$ cat src/rtl/button_debounce_reader_pkg.sv
// -----------------------------------------------------------------------------
// button_debounce_reader_pkg
//   Shared definitions for the push-button reader: FSM state encoding and the
//   12 MHz-derived cycle counts used as parameter defaults.
//   No ports (package).
// -----------------------------------------------------------------------------
package button_debounce_reader_pkg;

  // Board clock the default cycle counts are derived from.
  localparam int CLK_HZ = 12_000_000;

  // 10 ms of stable input before a new level is accepted.
  localparam int DEFAULT_DEBOUNCE_CYCLES = CLK_HZ / 100;

  // 1 s of debounced hold before a long-press is reported.
  localparam int DEFAULT_LONG_CYCLES = CLK_HZ;

  // Press-tracking FSM. Encoding 2'd3 is unused and recovers to ST_IDLE.
  typedef enum logic [1:0] {
    ST_IDLE = 2'd0,  // released
    ST_DOWN = 2'd1,  // pressed, timing towards long-press
    ST_HELD = 2'd2   // pressed, long-press already reported
  } btn_state_e;

endpackage

$ cat src/rtl/btn_sync_debounce.sv
// -----------------------------------------------------------------------------
// btn_sync_debounce
//   Two-flop synchroniser plus stability counter for a raw button pin.
//   The debounced level only changes after the synchronised input has
//   disagreed with it for DEBOUNCE_CYCLES consecutive cycles; any single
//   agreeing cycle restarts the count.
//
// Ports
//   clk        in   system clock, posedge
//   rst_n      in   asynchronous active-low reset
//   btn_in     in   raw asynchronous button pin
//   btn_level  out  registered debounced level, 1 = pressed
//   rise_stb   out  combinational: btn_level goes 0->1 at the next edge
//   fall_stb   out  combinational: btn_level goes 1->0 at the next edge
// -----------------------------------------------------------------------------
module btn_sync_debounce
  import button_debounce_reader_pkg::*;
#(
  parameter int DEBOUNCE_CYCLES = DEFAULT_DEBOUNCE_CYCLES,
  parameter bit BTN_ACTIVE_LOW  = 1'b1
) (
  input  logic clk,
  input  logic rst_n,
  input  logic btn_in,
  output logic btn_level,
  output logic rise_stb,
  output logic fall_stb
);

  localparam int              DB_W    = $clog2(DEBOUNCE_CYCLES);
  localparam logic [DB_W-1:0] DB_LAST = DB_W'(DEBOUNCE_CYCLES - 1);

  logic            sync1_q, sync1_d;
  logic            sync2_q, sync2_d;
  logic [DB_W-1:0] db_cnt_q, db_cnt_d;
  logic            level_q, level_d;
  logic            pressed_s;
  logic            mismatch;
  logic            accept;

  always_comb begin
    // NOTE: every signal driven here gets a value before any branch, so no
    // path can leave one unassigned and infer a latch.
    sync1_d  = btn_in;
    sync2_d  = sync1_q;
    db_cnt_d = '0;
    level_d  = level_q;

    pressed_s = sync2_q ^ BTN_ACTIVE_LOW;
    mismatch  = (pressed_s != level_q);
    accept    = mismatch && (db_cnt_q == DB_LAST);

    if (accept) begin
      level_d = ~level_q;
    end else if (mismatch) begin
      db_cnt_d = db_cnt_q + DB_W'(1);
    end

    // Strobes announce the toggle one edge early so the top can register
    // its event pulses on the very edge that updates the level.
    rise_stb = accept & ~level_q;
    fall_stb = accept &  level_q;
  end

  always_ff @(posedge clk or negedge rst_n) begin
    if (!rst_n) begin
      // Synchroniser resets to the pin's idle (released) level.
      sync1_q  <= BTN_ACTIVE_LOW;
      sync2_q  <= BTN_ACTIVE_LOW;
      db_cnt_q <= '0;
      level_q  <= 1'b0;
    end else begin
      // NOTE: non-blocking assignments so every flop samples pre-edge values;
      // blocking here would collapse the two synchroniser stages into one.
      sync1_q  <= sync1_d;
      sync2_q  <= sync2_d;
      db_cnt_q <= db_cnt_d;
      level_q  <= level_d;
    end
  end

  assign btn_level = level_q;

endmodule

$ cat src/rtl/button_debounce_reader.sv
// -----------------------------------------------------------------------------
// button_debounce_reader
//   Reads a mechanical push-button, debounces it and produces clean
//   single-cycle press / release / long-press events plus a wrapping count
//   of accepted presses.
//
// Ports
//   CLK_IN         in   1          system clock, posedge
//   RST_N          in   1          asynchronous active-low reset
//   BTN_IN         in   1          raw asynchronous button pin
//   BTN_LEVEL      out  1          debounced level, 1 = pressed
//   PRESS_PULSE    out  1          1-cycle pulse on debounced press
//   RELEASE_PULSE  out  1          1-cycle pulse on debounced release
//   LONG_PULSE     out  1          1-cycle pulse once a press has lasted LONG_CYCLES
//   PRESS_COUNT    out  CNT_WIDTH  accepted presses, wraps modulo 2^CNT_WIDTH
// -----------------------------------------------------------------------------
module button_debounce_reader
  import button_debounce_reader_pkg::*;
#(
  parameter int DEBOUNCE_CYCLES = DEFAULT_DEBOUNCE_CYCLES,
  parameter int LONG_CYCLES     = DEFAULT_LONG_CYCLES,
  parameter bit BTN_ACTIVE_LOW  = 1'b1,
  parameter int CNT_WIDTH       = 8
) (
  input  logic                 CLK_IN,
  input  logic                 RST_N,
  input  logic                 BTN_IN,
  output logic                 BTN_LEVEL,
  output logic                 PRESS_PULSE,
  output logic                 RELEASE_PULSE,
  output logic                 LONG_PULSE,
  output logic [CNT_WIDTH-1:0] PRESS_COUNT
);

  localparam int                HOLD_W    = $clog2(LONG_CYCLES);
  localparam logic [HOLD_W-1:0] HOLD_LAST = HOLD_W'(LONG_CYCLES - 1);

  logic rise_stb;
  logic fall_stb;

  btn_state_e           state_q, state_d;
  logic [HOLD_W-1:0]    hold_q, hold_d;
  logic [CNT_WIDTH-1:0] count_q, count_d;
  logic                 press_q, press_d;
  logic                 release_q, release_d;
  logic                 long_q, long_d;

  btn_sync_debounce #(
    .DEBOUNCE_CYCLES (DEBOUNCE_CYCLES),
    .BTN_ACTIVE_LOW  (BTN_ACTIVE_LOW)
  ) u_debounce (
    .clk       (CLK_IN),
    .rst_n     (RST_N),
    .btn_in    (BTN_IN),
    .btn_level (BTN_LEVEL),
    .rise_stb  (rise_stb),
    .fall_stb  (fall_stb)
  );

  always_comb begin
    state_d   = state_q;
    hold_d    = hold_q;
    count_d   = count_q;
    press_d   = 1'b0;
    release_d = 1'b0;
    long_d    = 1'b0;

    unique case (state_q)
      ST_IDLE: begin
        if (rise_stb) begin
          state_d = ST_DOWN;
          press_d = 1'b1;
          count_d = count_q + CNT_WIDTH'(1);
          hold_d  = '0;
        end
      end
      ST_DOWN: begin
        // Release is tested first so it wins over a coincident long threshold.
        if (fall_stb) begin
          state_d   = ST_IDLE;
          release_d = 1'b1;
          hold_d    = '0;
        end else if (hold_q == HOLD_LAST) begin
          state_d = ST_HELD;
          long_d  = 1'b1;
        end else begin
          hold_d = hold_q + HOLD_W'(1);
        end
      end
      ST_HELD: begin
        // Hold counter stays frozen until release.
        if (fall_stb) begin
          state_d   = ST_IDLE;
          release_d = 1'b1;
          hold_d    = '0;
        end
      end
      default: begin
        state_d = ST_IDLE;
        hold_d  = '0;
      end
    endcase
  end

  always_ff @(posedge CLK_IN or negedge RST_N) begin
    if (!RST_N) begin
      state_q   <= ST_IDLE;
      hold_q    <= '0;
      count_q   <= '0;
      press_q   <= 1'b0;
      release_q <= 1'b0;
      long_q    <= 1'b0;
    end else begin
      state_q   <= state_d;
      hold_q    <= hold_d;
      count_q   <= count_d;
      press_q   <= press_d;
      release_q <= release_d;
      long_q    <= long_d;
    end
  end

  assign PRESS_PULSE   = press_q;
  assign RELEASE_PULSE = release_q;
  assign LONG_PULSE    = long_q;
  assign PRESS_COUNT   = count_q;

endmodule

$ cat config.mk
export PLATFORM = sky130hd
export DESIGN_NAME = button_debounce_reader
export DESIGN_NICKNAME = d
export VERILOG_FILES = /design/src/rtl/button_debounce_reader_pkg.sv /design/src/rtl/btn_sync_debounce.sv /design/src/rtl/button_debounce_reader.sv
export SDC_FILE = /design/constraint.sdc
export NUM_CORES = 1
export LEC_CHECK = 0
export ABC_CLOCK_PERIOD_IN_PS = 2600
export BUFFER_PORTS_ARGS = -buffer_cell sky130_fd_sc_hd__buf_2
export CORE_MARGIN = 3
export CORE_UTILIZATION = 56
export DETAILED_ROUTE_END_ITERATION = 6
export GPL_TIMING_DRIVEN = 0
export HOLD_SLACK_MARGIN = 0.05
export PLACE_DENSITY = 0.74
export SETUP_SLACK_MARGIN = 0.1
export SLEW_MARGIN = 20
export SYNTH_ARGS = -nofsm -noshare
export SYNTH_HDL_FRONTEND = slang
export SYNTH_HIERARCHICAL = 1
export SYNTH_SLANG_ARGS = --single-unit
$ cat constraint.sdc
create_clock -name CLK_IN -period 2.6 [get_ports CLK_IN]
set_input_delay 0.52 -clock CLK_IN [delete_from_list [all_inputs] [get_ports CLK_IN]]
set_output_delay 0.52 -clock CLK_IN [all_outputs]
set_load 0.02 [all_outputs]
=== Word level (Yosys, flattened, before mapping) ===
Index checks and enable logic that the tools add are counted.

* Memory bits (writable): 0
* Bits in read-only memories: 0
* Bits in registers: 57
* Input bits: 3
* Latch bits: 0
* Memories: 0
* Logic and storage cells: 51
* Output and inout port bits: 12

* Shift operators: 0
* Mux-type cells: 19
* Equal/unequal tests: 9
* $lt $le $gt $ge: 0
* Reductions and logical operators: 6
* Divide/modulo/power cells: 0
* Bitwise logic cells: 4
* $add $sub $neg: 3
* Multipliers: 0

{| class="wikitable"
|+ Operators with widths
! kind !! number
|-
| 2-to-1 mux 24 bit || 4
|-
| case mux 24 bit (3 select lines) || 1
|-
| 2-to-1 mux 17 bit || 2
|-
| adder 24 x 1 -> 24 bit (second input constant) || 1
|-
| == test 24 bit (second input constant) || 1
|-
| adder 17 x 1 -> 17 bit (second input constant) || 1
|-
| == test 17 bit (second input constant) || 1
|-
| adder 8 x 1 -> 8 bit (second input constant) || 1
|-
| 2-to-1 mux 2 bit || 4
|-
| 2-to-1 mux 1 bit || 7
|-
| != test 3 bit (second input constant) || 2
|-
| case mux 2 bit (3 select lines) || 1
|-
| AND reduction 3 bit || 2
|-
| != test 2 bit (second input constant) || 2
|-
| AND 1 bit || 2
|-
| == test 2 x 1 -> 1 bit (second input constant) || 1
|-
| == test 2 bit (second input constant) || 1
|-
| zero test 2 bit || 1
|-
| inverter 1 bit || 2
|-
| AND reduction 2 bit || 1
|-
| OR reduction 2 bit || 1
|-
| logical AND 1 bit || 1
|-
| != test 1 bit || 1
|}

=== Logic depth before layout (Yosys ltp) ===
* Depth after elaboration: 6
* Depth in mapped cells: 11
* Gate-level depth less buffers: 9

=== Modules after synthesis ===
Netlist, hierarchy kept.

{| class="wikitable"
|+ By module, submodules not included
! module !! cells each !! area each (sq um) !! times used
|-
| button_debounce_reader || 211 || 2001.9 || 1
|-
| btn_sync_debounce || 93 || 975.9 || 1
|}

=== Worst setup path before layout ===
Ideal clock, no wire load.

* Path kind: register to register
* Start: register u_debounce.db_cnt_q[0]
* End: register hold_q[18]
* Arrival: 2.248 ns
* Buffers on the path: 2
* Stages on the path, launching flop included: 12
* Period minus slack after synthesis: 2.382 ns
* Data required time: 2.467 ns
* Path slack: 0.218 ns
* Cells stage by stage: dfrtp_1 -> ha_1 -> nand3_2 -> nor2_1 -> nand4b_1 -> nor2_1 -> nand2b_1 -> clkbuf_1 -> clkbuf_1 -> a31oi_1 -> o21ai_0 -> o31ai_1

* Word-level cells in the longest chain between the ends: 5
* Elaborated cells between the ends (all ways): 10
* Those cells by class: eq/ne: 4; mux: 2; bitwise: 2; reduce/logical: 2

{| class="wikitable"
|+ RTL lines
! element !! RTL line !! text
|-
| start, declared || btn_sync_debounce.sv:35 || <nowiki>logic [DB_W-1:0] db_cnt_q, db_cnt_d;</nowiki>
|-
| start signal, assigned || btn_sync_debounce.sv:77 || <nowiki>db_cnt_q <= db_cnt_d;</nowiki>
|-
| == test 17 bit * || btn_sync_debounce.sv:51 || <nowiki>accept = mismatch && (db_cnt_q == DB_LAST);</nowiki>
|-
| logical AND 1 bit * || btn_sync_debounce.sv:51 ||
|-
| AND 1 bit * || btn_sync_debounce.sv:62 || <nowiki>fall_stb = accept & level_q;</nowiki>
|-
| via fall_stb || button_debounce_reader.sv:39 || <nowiki>logic fall_stb;</nowiki>
|-
| != test 3 bit (no line) (tied with other cells) || n/a ||
|-
| AND reduction 3 bit (no line) or case mux 24 bit (3 select lines) (tied branches) || n/a ||
|-
| end signal, assigned || button_debounce_reader.sv:115 || <nowiki>hold_q <= hold_d;</nowiki>
|-
| end, declared || button_debounce_reader.sv:42 || <nowiki>logic [HOLD_W-1:0] hold_q, hold_d;</nowiki>
|}

The timed path passes the listed nets; every way through them passes the cells marked *.
A chain may end at the register's enable or synchronous reset.

=== Worst setup path after layout ===
* Start: register u_debounce.db_cnt_q[6]
* End: register hold_q[6]

The elaborated chain is that of the path after synthesis.

==> results.cfg <==
[run_status]
status = completed

[placed_design]
hpwl_mm = 4.202
place_area_um2 = 3134
place_inst = 385
io_buffers = 14
place_ws_ns = -0.4249
place.gp.congestion = 0.8784

[detailed_routing]
drt_first_iter_violations = 146
via_count = 2487
first_pass_iters = 5
drc = 0
routedWlPerCell_um = 15.98
viasPerCell = 6.022
antenna_left = 0
wl_mm = 6.601

[grt]
grt_overflow = 0
grt_pass1_wl_mm = 10.90
grt_max_degree = 58
track_usage_pct = 22.44
grt_pass1_vias = 2379
grt_antenna_before_repair = 0

[clock_network]
cts_root_buf = clkbuf_8
cts_tree = yes
clk_path_buf_depth = 2
clkLatencyLatePin_ns = 0.34
cts.sinks = 57
clkTransAtPathRegs_ns = 0.07
cts_buffers = 9
htreeDepth = 3

[final_layout]
postLayoutCellArea_um2 = 3550
nNetsFinal = 350
drive_above_1_share_pct = 24.28
finish.utilization_pct = 71.82
areaGrowthSynthToFinish_pct = 19.20
num_antenna_cells = 0
finalNonFillerCells = 413

[floorplan]
start_util_pct = 60.25
num_rows = 25
die-area_um2 = 6228
core_um2 = 4942
chipWidth_um = 78.92
ioPinCount = 15
dieHeight_um = 78.92

[yosys]
synth.largest_area_cell = dfrtp_1
ys_top_cells_by_area = dfrtp_1 46%, xnor2_1 5.9%, o21ai_0 3.7%, nor2_1 3.5%, nand2_1 3.0%
synth_seq_cells = 57
synth_mux_area_share_pct = 1.092
synth_nets = 313
avgSynthCellArea_um2 = 9.796
ys_types = 49
synthCells = 304
synth_top_family_by_area = simple AND/OR/NAND/NOR gates
synthXorXnorAreaFrac_pct = 7.059
synth-compound-area-share_pct = 11.97
syn_area_um2 = 2978
yosysWarnings = 6
synth_seq_area_share_pct = 47.98
yosysTopAreaCellShare_pct = 46.22
yosys.area_share.simple_pct = 24.92
synth_fa_ha_area_share_pct = 2.521

[power]
comb_power_share_pct = 2.1
intPower_mw = 1.370
peakVddDrop_mv = 0.2744
p_total_mw = 1.756
p_seq_share_pct = 51.2
p_sw_share_pct = 22.00
power_density_nw_per_um2 = 494.6
p_leak_nw = 1.531
p_sw_mw = 0.3862
power_frac_clock_pct = 46.7

[setup_path]
crit_family = simple AND/OR/NAND/NOR gates
max_stage_delay_ns = 0.43
critPathLaunch = u_debounce/db_cnt_q[6]
crit_chain = nand4b_1 -> nor4_4 -> nand4b_1 -> buf_4 -> nor2_4 -> o22ai_2 -> buf_6 -> or3_1 -> o211ai_1 -> o41ai_2
critPathMaxFanout = 7
rrSetupSlack_ns = 0.19
crit_buf_inv = 2
rr_worst_depth = 10
crit_top_cell = nand4b_1
worst_ep_arrival_time_ns = 2.61
endpoint_kind = register
required_ns = 2.81
r2r-start = u_debounce/db_cnt_q[6]
critPathSlowestCell = dfrtp_2
criticalPathCategory = register to register
path_depth = 10
reg2reg_to = hold_q[6]
critPathLaunchType = register
crit_end = hold_q[6]

[timing]
hold_viol_final = 0
rsz0062_at_grt = yes
relSlewSlack_pct = 52.83
fmax_mhz = 415.5
setup_viol = 0
finalCriticalPeriod_ns = 2.407
hold_slack_ns = 0.2273
setup_slack_ns = 0.1935
drv_slew = 0
finClkSkew_ns = 0.01060
fin_crit_sh_pct = 92.56
worst_slew_pin_slew_ns = 0.7075
tns_ns = 0

[run]
maxCapViolations = 0

[hold_path]
hold_class = primary input to async pin
[cell usage in the layout, fill, tap and decap left out, types with 9 or more instances in the layout]
master / synthesis / routed
dfrtp_1: 55 / 54
nor2_1: 28 / 24
nand2_1: 24 / 23
xnor2_1: 20 / 20
o21ai_0: 22 / 19
buf_2: 3 / 18
nand3_1: 17 / 17
buf_4: 3 / 16
nand4_1: 13 / 13
inv_1: 11 / 11
clkbuf_8: 0 / 10
a31oi_1: 9 / 9
[worst min path at each step]
| stage | start | end | slack [ns] | depth (start not counted) |
|---|---|---|---|---|
| after floorplan | RST_N | LONG_PULSE | 0.22 | 0 |
| after global placement | u_debounce/sync1_q | u_debounce/sync2_q | 0.35 | 0 |
| after detailed placement | u_debounce/sync1_q | u_debounce/sync2_q | 0.35 | 0 |
| after CTS | RST_N | u_debounce/db_cnt_q[4] | 0.25 | 1 |
| after global routing | RST_N | u_debounce/db_cnt_q[5] | 0.27 | 1 |
| final | RST_N | u_debounce/db_cnt_q[4] | 0.23 | 1 |
[routing by layer]
metal,wire (um),vias to the layer above,track usage [%]
li1,-,1191,-
met5,0,-,0
met4,127,0,9.622
met2,3251,54,36.76
met1,2943,1228,28.00
met3,277,14,6.122
[final cells by class]
class	count	area, um^2
plain buffers	14	126.4
clock buffers	11	141.4
clock inverters	5	55.05
fillers	374	1393
inverters	11	41.29
multi-input cells	222	1511
flip-flops and latches	57	1430
well taps	67	83.83
repair buffers	26	160.2
[registers in the layout (all words and copies together), names as in the netlist, 2 cells and up]
register and flops:
u_debounce/db_cnt_q 17, hold_q 24, PRESS_COUNT 8, state_q 2
[logic make-up (layout without fill, tap and decap cells)]
family | after synthesis | in the layout
AND/OR/NAND/NOR | 133 | 133
flip-flops | 57 | 57
AO/OA/AOI/OAI | 56 | 56
buffers and inverters | 25 | 67
XOR/XNOR | 24 | 24
adder cells (fa/ha/maj) | 6 | 6
multiplexers | 3 | 3
[synthesized netlist by cell type, drive strengths merged]
library cell and count:
a21oi 3, a22o 1, a31o 3, a31oi 9, and2 4, and3 7, and4 4, and4b 2
buf 9, clkbuf 5, dfrtp 55, dfstp 2, ha 6, inv 11, mux2 2, mux2i 1
nand2 24, nand2b 1, nand3 19, nand4 15, nand4b 4, nor2 28, nor2b 1, nor3 8
nor4 8, nor4b 1, o211ai 4, o21ai 23, o22a 1, o22ai 1, o311ai 3, o31ai 5
o41ai 3, or2 1, or3 5, or4 1, xnor2 20, xor2 4
[worst reg2reg max path, delay by kind of cell, from the launching register on]
kind | cells | cell delay (ns)
AOI/OAI and AO/OA | 3 | 0.44
and+or+nand+nor | 5 | 1.09
DFF | 1 | 0.43
buffers and inverters | 2 | 0.32
[power groups by stage]
stage	clock (mW)	combinational, mW	sequential [mW]
6_report	0.820	0.0371	0.899
5_1_grt	0.880	0.0424	0.899
4_1_cts	0.834	0.0389	0.899
3_5_place_dp	0	0.0382	0.914
3_3_place_gp	0	0.0370	0.914
2_1_floorplan	0	0.0154	0.914
[timing repair]
| item | 4_1_cts | 5_1_grt |
|---|---|---|
| hold endpoints to repair | 0 | 0 |
| pin swaps | 3 | 8 |
| setup endpoints to repair | 29 | 31 |
| hold buffers | 0 | 0 |
| gates cloned | 0 | 1 |
| buffers inserted | 2 | 9 |
| resized for setup | 19 | 29 |
Power figures use the tool's default switching activity.
